## config.mk

```make
export PLATFORM = sky130hd
export DESIGN_NAME = window_minmax_tracker
export DESIGN_NICKNAME = d
export VERILOG_FILES = /design/src/rtl/window_minmax_tracker_pkg.sv /design/src/rtl/window_minmax_tracker_mag_compare.sv /design/src/rtl/window_minmax_tracker.sv
export SDC_FILE = /design/constraint.sdc
export NUM_CORES = 1
export LEC_CHECK = 0
export CAP_MARGIN = 20
export CORE_ASPECT_RATIO = 0.5
export CORE_MARGIN = 2
export CORE_UTILIZATION = 54
export CTS_CLUSTER_DIAMETER = 80
export CTS_CLUSTER_SIZE = 20
export DETAILED_ROUTE_END_ITERATION = 6
export GPL_TIMING_DRIVEN = 0
export PLACE_DENSITY = 0.79
export SYNTH_ARGS = -nofsm -noshare
export SYNTH_HDL_FRONTEND = slang
export SYNTH_HIERARCHICAL = 1
export SYNTH_SLANG_ARGS = --single-unit
```

## constraint.sdc

```tcl
create_clock -name clk -period 2.3 [get_ports clk]
set_input_delay 0.46 -clock clk [delete_from_list [all_inputs] [get_ports clk]]
set_output_delay 0.46 -clock clk [all_outputs]
set_load 0.05 [all_outputs]
```

## src/rtl/window_minmax_tracker_pkg.sv

```systemverilog
// Shared types and default sizing for the window min/max tracker.
package window_minmax_tracker_pkg;

    typedef enum logic [1:0] {
        IDLE  = 2'd0,
        ACCUM = 2'd1,
        HOLD  = 2'd2
    } state_t;

    localparam int DEF_WIDTH  = 4;
    localparam int DEF_WINDOW = 8;

endpackage

```

## src/rtl/window_minmax_tracker_mag_compare.sv

```systemverilog
// Unsigned magnitude comparator producing eq/gt/lt of a against b.
// Latency: combinational.
// Backpressure: none, pure function of its inputs.
module mag_compare #(
    parameter int WIDTH = 4
) (
    input  logic [WIDTH-1:0] a,
    input  logic [WIDTH-1:0] b,
    output logic             eq,
    output logic             gt,
    output logic             lt
);

    assign eq = (a == b);
    assign gt = (a > b);
    assign lt = (a < b);

endmodule

```

## src/rtl/window_minmax_tracker.sv

```systemverilog
// Tracks min/max (earliest index) over WINDOW samples, emits one result beat.
// Latency: result valid on the edge accepting the last sample of the window.
// Backpressure: in_ready drops while a result waits for out_ready.
module window_minmax_tracker
    import window_minmax_tracker_pkg::*;
#(
    parameter int WIDTH  = DEF_WIDTH,
    parameter int WINDOW = DEF_WINDOW,
    parameter int IDXW   = $clog2(WINDOW)
) (
    input  logic             clk,
    input  logic             rst_n,
    input  logic             clear,
    input  logic             in_valid,
    output logic             in_ready,
    input  logic [WIDTH-1:0] in_data,
    output logic             out_valid,
    input  logic             out_ready,
    output logic [WIDTH-1:0] out_min,
    output logic [WIDTH-1:0] out_max,
    output logic [IDXW-1:0]  out_min_idx,
    output logic [IDXW-1:0]  out_max_idx
);

    state_t            state, state_nx;
    logic [IDXW-1:0]   count;
    logic [WIDTH-1:0]  min_r, max_r;
    logic [IDXW-1:0]   min_idx_r, max_idx_r;

    logic              min_eq, min_gt, min_lt;
    logic              max_eq, max_gt, max_lt;
    logic              upd_min, upd_max;
    logic              accept, last;
    logic [WIDTH-1:0]  min_nx, max_nx;
    logic [IDXW-1:0]   min_idx_nx, max_idx_nx;

    mag_compare #(.WIDTH(WIDTH)) u_cmp_min (
        .a  (in_data),
        .b  (min_r),
        .eq (min_eq),
        .gt (min_gt),
        .lt (min_lt)
    );

    mag_compare #(.WIDTH(WIDTH)) u_cmp_max (
        .a  (in_data),
        .b  (max_r),
        .eq (max_eq),
        .gt (max_gt),
        .lt (max_lt)
    );

    assign in_ready  = (state != HOLD);
    assign out_valid = (state == HOLD);
    assign accept    = in_valid && in_ready;
    assign last      = (count == IDXW'(WINDOW - 1));

    // Strict compares only: a tie must never move the earliest index.
    assign upd_min = min_lt && !min_eq && !min_gt;
    assign upd_max = max_gt && !max_eq && !max_lt;

    always_comb begin
        min_nx     = min_r;
        max_nx     = max_r;
        min_idx_nx = min_idx_r;
        max_idx_nx = max_idx_r;
        if (state == IDLE) begin
            min_nx     = in_data;
            max_nx     = in_data;
            min_idx_nx = '0;
            max_idx_nx = '0;
        end else begin
            if (upd_min) begin
                min_nx     = in_data;
                min_idx_nx = count;
            end
            if (upd_max) begin
                max_nx     = in_data;
                max_idx_nx = count;
            end
        end
    end

    always_ff @(posedge clk or negedge rst_n) begin
        if (!rst_n) begin
            state <= IDLE;
        end else begin
            state <= state_nx;
        end
    end

    always_comb begin
        state_nx = state;
        case (state)
            IDLE:    if (accept) state_nx = ACCUM;
            ACCUM:   if (accept && last) state_nx = HOLD;
            HOLD:    if (out_ready) state_nx = IDLE;
            default: state_nx = IDLE;
        endcase
        if (clear) state_nx = IDLE;
    end

    always_ff @(posedge clk or negedge rst_n) begin
        if (!rst_n) begin
            count       <= '0;
            min_r       <= '0;
            max_r       <= '0;
            min_idx_r   <= '0;
            max_idx_r   <= '0;
            out_min     <= '0;
            out_max     <= '0;
            out_min_idx <= '0;
            out_max_idx <= '0;
        end else if (clear) begin
            count <= '0;
        end else if (accept) begin
            min_r     <= min_nx;
            max_r     <= max_nx;
            min_idx_r <= min_idx_nx;
            max_idx_r <= max_idx_nx;
            if (state == ACCUM && last) begin
                count       <= '0;
                out_min     <= min_nx;
                out_max     <= max_nx;
                out_min_idx <= min_idx_nx;
                out_max_idx <= max_idx_nx;
            end else begin
                count <= count + IDXW'(1);
            end
        end
    end

endmodule

```

==> results of run 1 <==
layer usage:
metal | share of wire, % | track usage, % | vias to the layer above | wire length [um]
met5 | 0 | 0 | - | 0
met4 | 1.2 | 8.13 | 0 | 50
met3 | 8.4 | 8.78 | 8 | 344
met2 | 46 | 37.7 | 62 | 1890
met1 | 44 | 30.9 | 738 | 1800
li1 | - | - | 713 | -
report_power, final:
group / leakage (uW) / switching, uW / internal (uW) / total (uW)
Sequential: 0.000440 / 42.0 / 625 / 667
Combinational: 0.000526 / 282 / 235 / 516
Clock: 0.0000439 / 211 / 208 / 419
Total: 0.00101 / 535 / 1070 / 1600
critical path: stages:
cell and delay (ns):
dlygate4sd2_1 0.31, ha_1 0.32, nand2_1 0.07, o21bai_4 0.18, and2_1 0.17, nor3b_4 0.19
buf_6 0.15, o211ai_4 0.12, buf_4 0.18, a22o_1 0.22
registers in the layout, summed over array words and instances (netlist names):
| name | count |
|---|---|
| min_r | 4 |
| max_idx_r | 3 |
| count | 3 |
| out_max | 4 |
| out_max_idx | 3 |
| max_r | 4 |
| out_min_idx | 3 |
| min_idx_r | 3 |
| out_min | 4 |
| state | 2 |
cell families (layout without fill, tap and decap cells):
logic type / Yosys count / after routing / share of synthesized area, %
flip-flops: 33 / 33 / 44.7
AND/OR/NAND/NOR: 49 / 49 / 17.5
adder cells (fa/ha/maj): 10 / 10 / 6.78
multiplexers: 8 / 8 / 4.88
AO/OA/AOI/OAI: 57 / 57 / 21.3
buffers and inverters: 19 / 56 / 4.81
layout make-up:
cell class / count / area (um2)
tap: 40 / 50.0
inverter: 10 / 40.0
fill: 238 / 880
sequential: 33 / 826
buffer: 9 / 48.8
clock inverter: 3 / 17.5
clock buffer: 5 / 68.8
timing repair buffer: 29 / 265
multi-input combinational: 124 / 940
worst paths after layout:
check | to | slack, ns | cells past startpoint
hold reg to reg | max_idx_r[2] | 0.51 | 1
hold / removal | max_idx_r[0] | 0.23 | 1
setup reg to reg | out_min[3] | 0.14 | 9
min in group clk | min_r[1] | 0.51 | 2
setup / recovery | max_idx_r[0] | 0.09 | 10
max in group asynchronous | max_r[1] | 1.61 | 1
per-stage QoR:
| stage | power (uW) | utilization (%) |
|---|---|---|
| 3_5_place_dp | 1120 | 68.0 |
| 4_1_cts | 1600 | 71.8 |
| 6_report | 1600 | 71.9 |
| 3_3_place_gp | 1110 | 68.1 |
| 5_1_grt | 1700 | 71.9 |
| 2_1_floorplan | 1000 | - |
cell usage in the layout (no fill, tap or decap), types with 2 or more instances in the layout:
master,count
dfrtp_1,33
a21oi_1,18
clkdlybuf4s50_1,17
nand2_1,16
a31oi_1,14
o21ai_0,12
ha_1,10
inv_1,9
nand3b_1,9
mux2_1,8
buf_2,7
a22o_1,6
clkbuf_8,5
dlygate4sd2_1,5
buf_4,4
nor2_2,3
a21oi_2,3
buf_6,2
nor3b_4,2
or3b_1,2
clkbuf_1,2
nand4_1,2
o211ai_4,2
and3_2,2
nor3_1,2
clkinv_2,2
nor2b_4,2
o21bai_4,2
and2_1,2
what timing repair did:
item | CTS | global route
pin swaps | 3 | 3
endpoints found under the hold margin | 0 | 0
resized for setup | 8 | 4
buffers inserted | 5 | 0
endpoints found under the setup margin | 30 | 13
==> impl_metrics.yaml, run 1 <==
run_status:
  status: "completed"
setup_path:
  cp_max_fo: 6
  cp.required_ns: 2.47
  setup.worst_path.start: "in_data[2]"
  cp.arrival_ns: 2.38
  crit_path_end_kind: "flop"
  crit_type: "in2reg"
  r2r-start: "min_r[3]"
  cp-start-kind: "input pin"
synthesis:
  synth_top_area_cell: "dfrtp_1"
  async_flop_share_pct: 100
  synth.most_common_cell: "dfrtp_1"
  synth_top_area_share_pct: 44.7
  ys_seq_area_share_pct: 44.7
  ys_ff_latch: 33
  synth_cells: 176
  synth_ff_type: "dfrtp_1"
  netlist-cell-type-count: 33
  synth.top_cells.by_area: "dfrtp_1, ha_1, a21oi_1"
  synth_warnings: 6
  synthesis.nets: 195
  synth.avg_cell_area_um2: 10.5
  syn_area_um2: 1850
  synth-edff-count: 0
  yosys-top-cells-count: "dfrtp_1, a21oi_1, nand2_1"
global_route:
  grt_usage_pct: 23.8
  first_global_vias: 1452
  grt_pass1_wl_mm: 6.78
  grt-ovfl-total: 0
  antenna_found_initial: 0
  grt_max_degree: 34
clocking:
  cts_buffers: 5
  clk_latency_ns: 0.29
  tritoncts: "done"
  clockBufferDepth: 2
  cts-root-buf: "clkbuf_8"
  clkTransAtPathRegs_ns: 0.07
  cts.sinks: 33
  htreeDepth: 2
  holdBufCountCts: 0
placed_design:
  placed_area_um2: 2130
  place_hpwl_mm: 2.86
  numPortBuffers: 24
  gp_congestion: 0.778
  dp.cells: 240
  pre_cts_ws_ns: -0.639
cells_and_area:
  instances_no_fill: 253
  drive_above_1_share_pct: 19.2
  area_growth_pct: 22.2
  layout.nets: 231
  n_antenna_cell: 0
  final_cell_area_um2: 2260
pwr:
  ir_worst_vdd_v: 0.000356
  powerDensity_nw_per_um2: 710
  p_leak_uw: 0.00101
floorplanning:
  initial_core_util_pct: 58.9
  pin_count: 25
  die_area_um2: 3930
  die_w_um: 86.7
  row_count: 14
  die_h_um: 45.3
  core_um2: 3140
run:
  cap_viol_max_count: 0
drt:
  routed-via-count: 1521
  ant_nets: 0
  wl_mm: 4.09
  drt_iter0_markers: 88
  first_pass_iters: 4
  drt_drc_violations_left: 0
  post_drt_via_cell_ratio: 6.01
  wl_per_cell_um: 16.1
timing:
  setup_viol: 0
  min_period_over_period_pct: 96.0
  tns_ns: 0
  maxSlewViolCount: 0
  relSlewSlack_pct: 51.8
  fin_ws_ns: 0.0929
  tightest_slew_ns: 0.723
  layout_min_cycle_time_ns: 2.21
  skew_ns: 0.00544
  finalHoldViolCount: 0
  timing.fmax_ghz: 0.453
  hold_ws_ns: 0.225
  rsz0062_at_grt: "yes"
hold_path:
  holdCritPathClass: "in2async"
(Power assumes the default switching activity.)
==> run 2, diff against run 1 <==
- CORE_UTILIZATION: 54 -> 56
- CTS_BUF_LIST: unset -> sky130_fd_sc_hd__clkbuf_8
- PLACE_DENSITY: 0.79 -> 0.81
==> run 2 against run 1 <==
  * Non-clock buffer count is 2 lower
  * First-iteration DRC count shrank 24%
  * Design area rose by 0.72%
  * Hold slack improved by 0.013 ns
  * Sequential cell count did not move
  * Core utilization is 2.2 points higher
  * Sequential power is essentially flat
  * Critical path depth decreased by 2
  * Combinational power is 1% lower
  * Clock skew is 0.0017 ns lower
  * Largest cell class unchanged
  * Largest power group unchanged
==> impl_metrics.yaml, run 2 (synthesized netlist as in run 1, its figures left out) <==
run_status:
  status: "completed"
drt:
  routed-via-count: 1513
  post_drt_via_cell_ratio: 6.03
  first_pass_iters: 4
  wl_per_cell_um: 17.6
  wl_mm: 4.42
  drt_drc_violations_left: 0
  ant_nets: 0
  drt_iter0_markers: 67
timing:
  fin_ws_ns: 0.0734
  finalHoldViolCount: 0
  rsz0062_at_grt: "no"
  tightest_slew_ns: 0.746
  skew_ns: 0.00378
  timing.fmax_ghz: 0.449
  maxSlewViolCount: 0
  relSlewSlack_pct: 50.2
  setup_viol: 0
  min_period_over_period_pct: 96.8
  layout_min_cycle_time_ns: 2.23
  hold_ws_ns: 0.238
floorplanning:
  core_um2: 3070
  die_h_um: 44.6
  row_count: 14
  pin_count: 25
  initial_core_util_pct: 60.2
  die_area_um2: 3800
  die_w_um: 85.2
cells_and_area:
  layout.nets: 229
  n_antenna_cell: 0
  multi_input_area_um2: 941
  final_util_pct: 74.1
  final-seq-area_um2: 826
  drive_above_1_share_pct: 17.1
  mostFrequentLayoutCells: "dfrtp_1, a21oi_1, clkdlybuf4s50_1"
  area_growth_pct: 23.1
  final_common_cell: "dfrtp_1"
  nFillCells: 222
  instances_no_fill: 251
placed_design:
  place_hpwl_mm: 2.82
  dp.cells: 240
  gp_congestion: 0.771
  numPortBuffers: 24
  pre_cts_ws_ns: -0.621
clocking:
  tritoncts: "done"
  holdBufCountCts: 0
  htreeDepth: 2
  cts-root-buf: "clkbuf_8"
  clockBufferDepth: 2
  cts_buffers: 5
  clkTransAtPathRegs_ns: 0.07
  cts.sinks: 33
  clk_latency_ns: 0.28
run:
  cap_viol_max_count: 0
hold_path:
  holdCritPathClass: "in2async"
setup_path:
  crit_type: "in2reg"
  cp-start-kind: "input pin"
  cp_max_fo: 7
  reg2reg_depth: 8
  ff2ff_setup_slack_ns: 0.15
  cp.required_ns: 2.47
  cp.arrival_ns: 2.39
  crit_path_end_kind: "flop"
  r2r-start: "min_r[3]"
  rr_endpoint: "min_r[1]"
pwr:
  powerDensity_nw_per_um2: 766
  p_int_uw: 1190
  power_switching_uw: 547
  p_seq_share_pct: 38.2
  comb_power_share_pct: 29.3
  p_leak_uw: 0.00102
  ir_worst_vdd_v: 0.000401
  swShare_pct: 31.4
  clkPwrFrac_pct: 32.5
global_route:
  antenna_found_initial: 0
  grt_max_degree: 34
  grt_pass1_wl_mm: 7.31
  grt_usage_pct: 25.7
  grt-ovfl-total: 0
  first_global_vias: 1530
-- run 2: area by class of cell --
cell class,count,share of cell area [%]
Inverter,10,1.76
Multi-Input combinational cell,124,41.4
Clock inverter,2,1.49
Sequential cell,33,36.3
Timing Repair Buffer,27,11.0
Clock buffer,6,3.63
Buffer,9,2.15
Tap cell,40,2.20
-- run 2: how the worst max path moves through the flow --
stage,to,slack (ns),startpoint,depth (start not counted)
CTS,max_r[0],0.10,in_data[3],8
floorplan,min_r[0],0.24,in_data[3],7
detailed placement,min_r[1],-0.62,in_data[3],8
global route,out_min[2],0.003,in_data[3],9
finish,min_r[1],0.07,in_data[3],8
global placement,min_r[2],-0.54,in_data[0],9
-- run 2: metrics by stage --
stage,instance area (um2),TNS [ns],power [uW]
final,2270,0,1740
after global routing,2270,0,1820
after CTS,2270,0,1730
after detailed placement,2130,-12.53,1120
after global placement,2140,-10.92,1090
after floorplan,1850,0,1000
-- run 2: worst max-delay path, stage by stage --
cell           delay [ns]
dlygate4sd2_1        0.29
ha_1                 0.34
nand2_1              0.12
o21bai_4             0.20
and2_1               0.15
nor3b_4              0.17
o211ai_4             0.30
mux2_1               0.37
-- run 2: timing repair --
item | 4_1_cts | 5_1_grt
pin swaps | 3 | 1
buffers inserted | 3 | 0
endpoints found under the setup margin | 28 | 2
endpoints found under the hold margin | 0 | 0
gates resized for setup | 9 | 0
-- run 2: routing by layer --
layer / wire, um / share of wire (%) / track usage [%]
met1: 1990 / 45 / 32.5
met3: 283 / 6.4 / 7.09
met5: 0 / 0 / 0
met2: 2110 / 48 / 43.8
met4: 28 / 0.63 / 9.21
-- run 2: power groups by stage --
stage,combinational [uW],sequential [uW],clock [uW]
finish,511,665,565
global route,554,672,595
CTS,492,664,574
detailed placement,444,674,0
global placement,424,670,0
floorplan,337,664,0
==> run 3, diff against run 2 <==
- CTS_CLUSTER_SIZE: 20 -> 8
==> results of run 3 <==
Same layout as run 2: the final DEF is identical, and so are final timing and power.
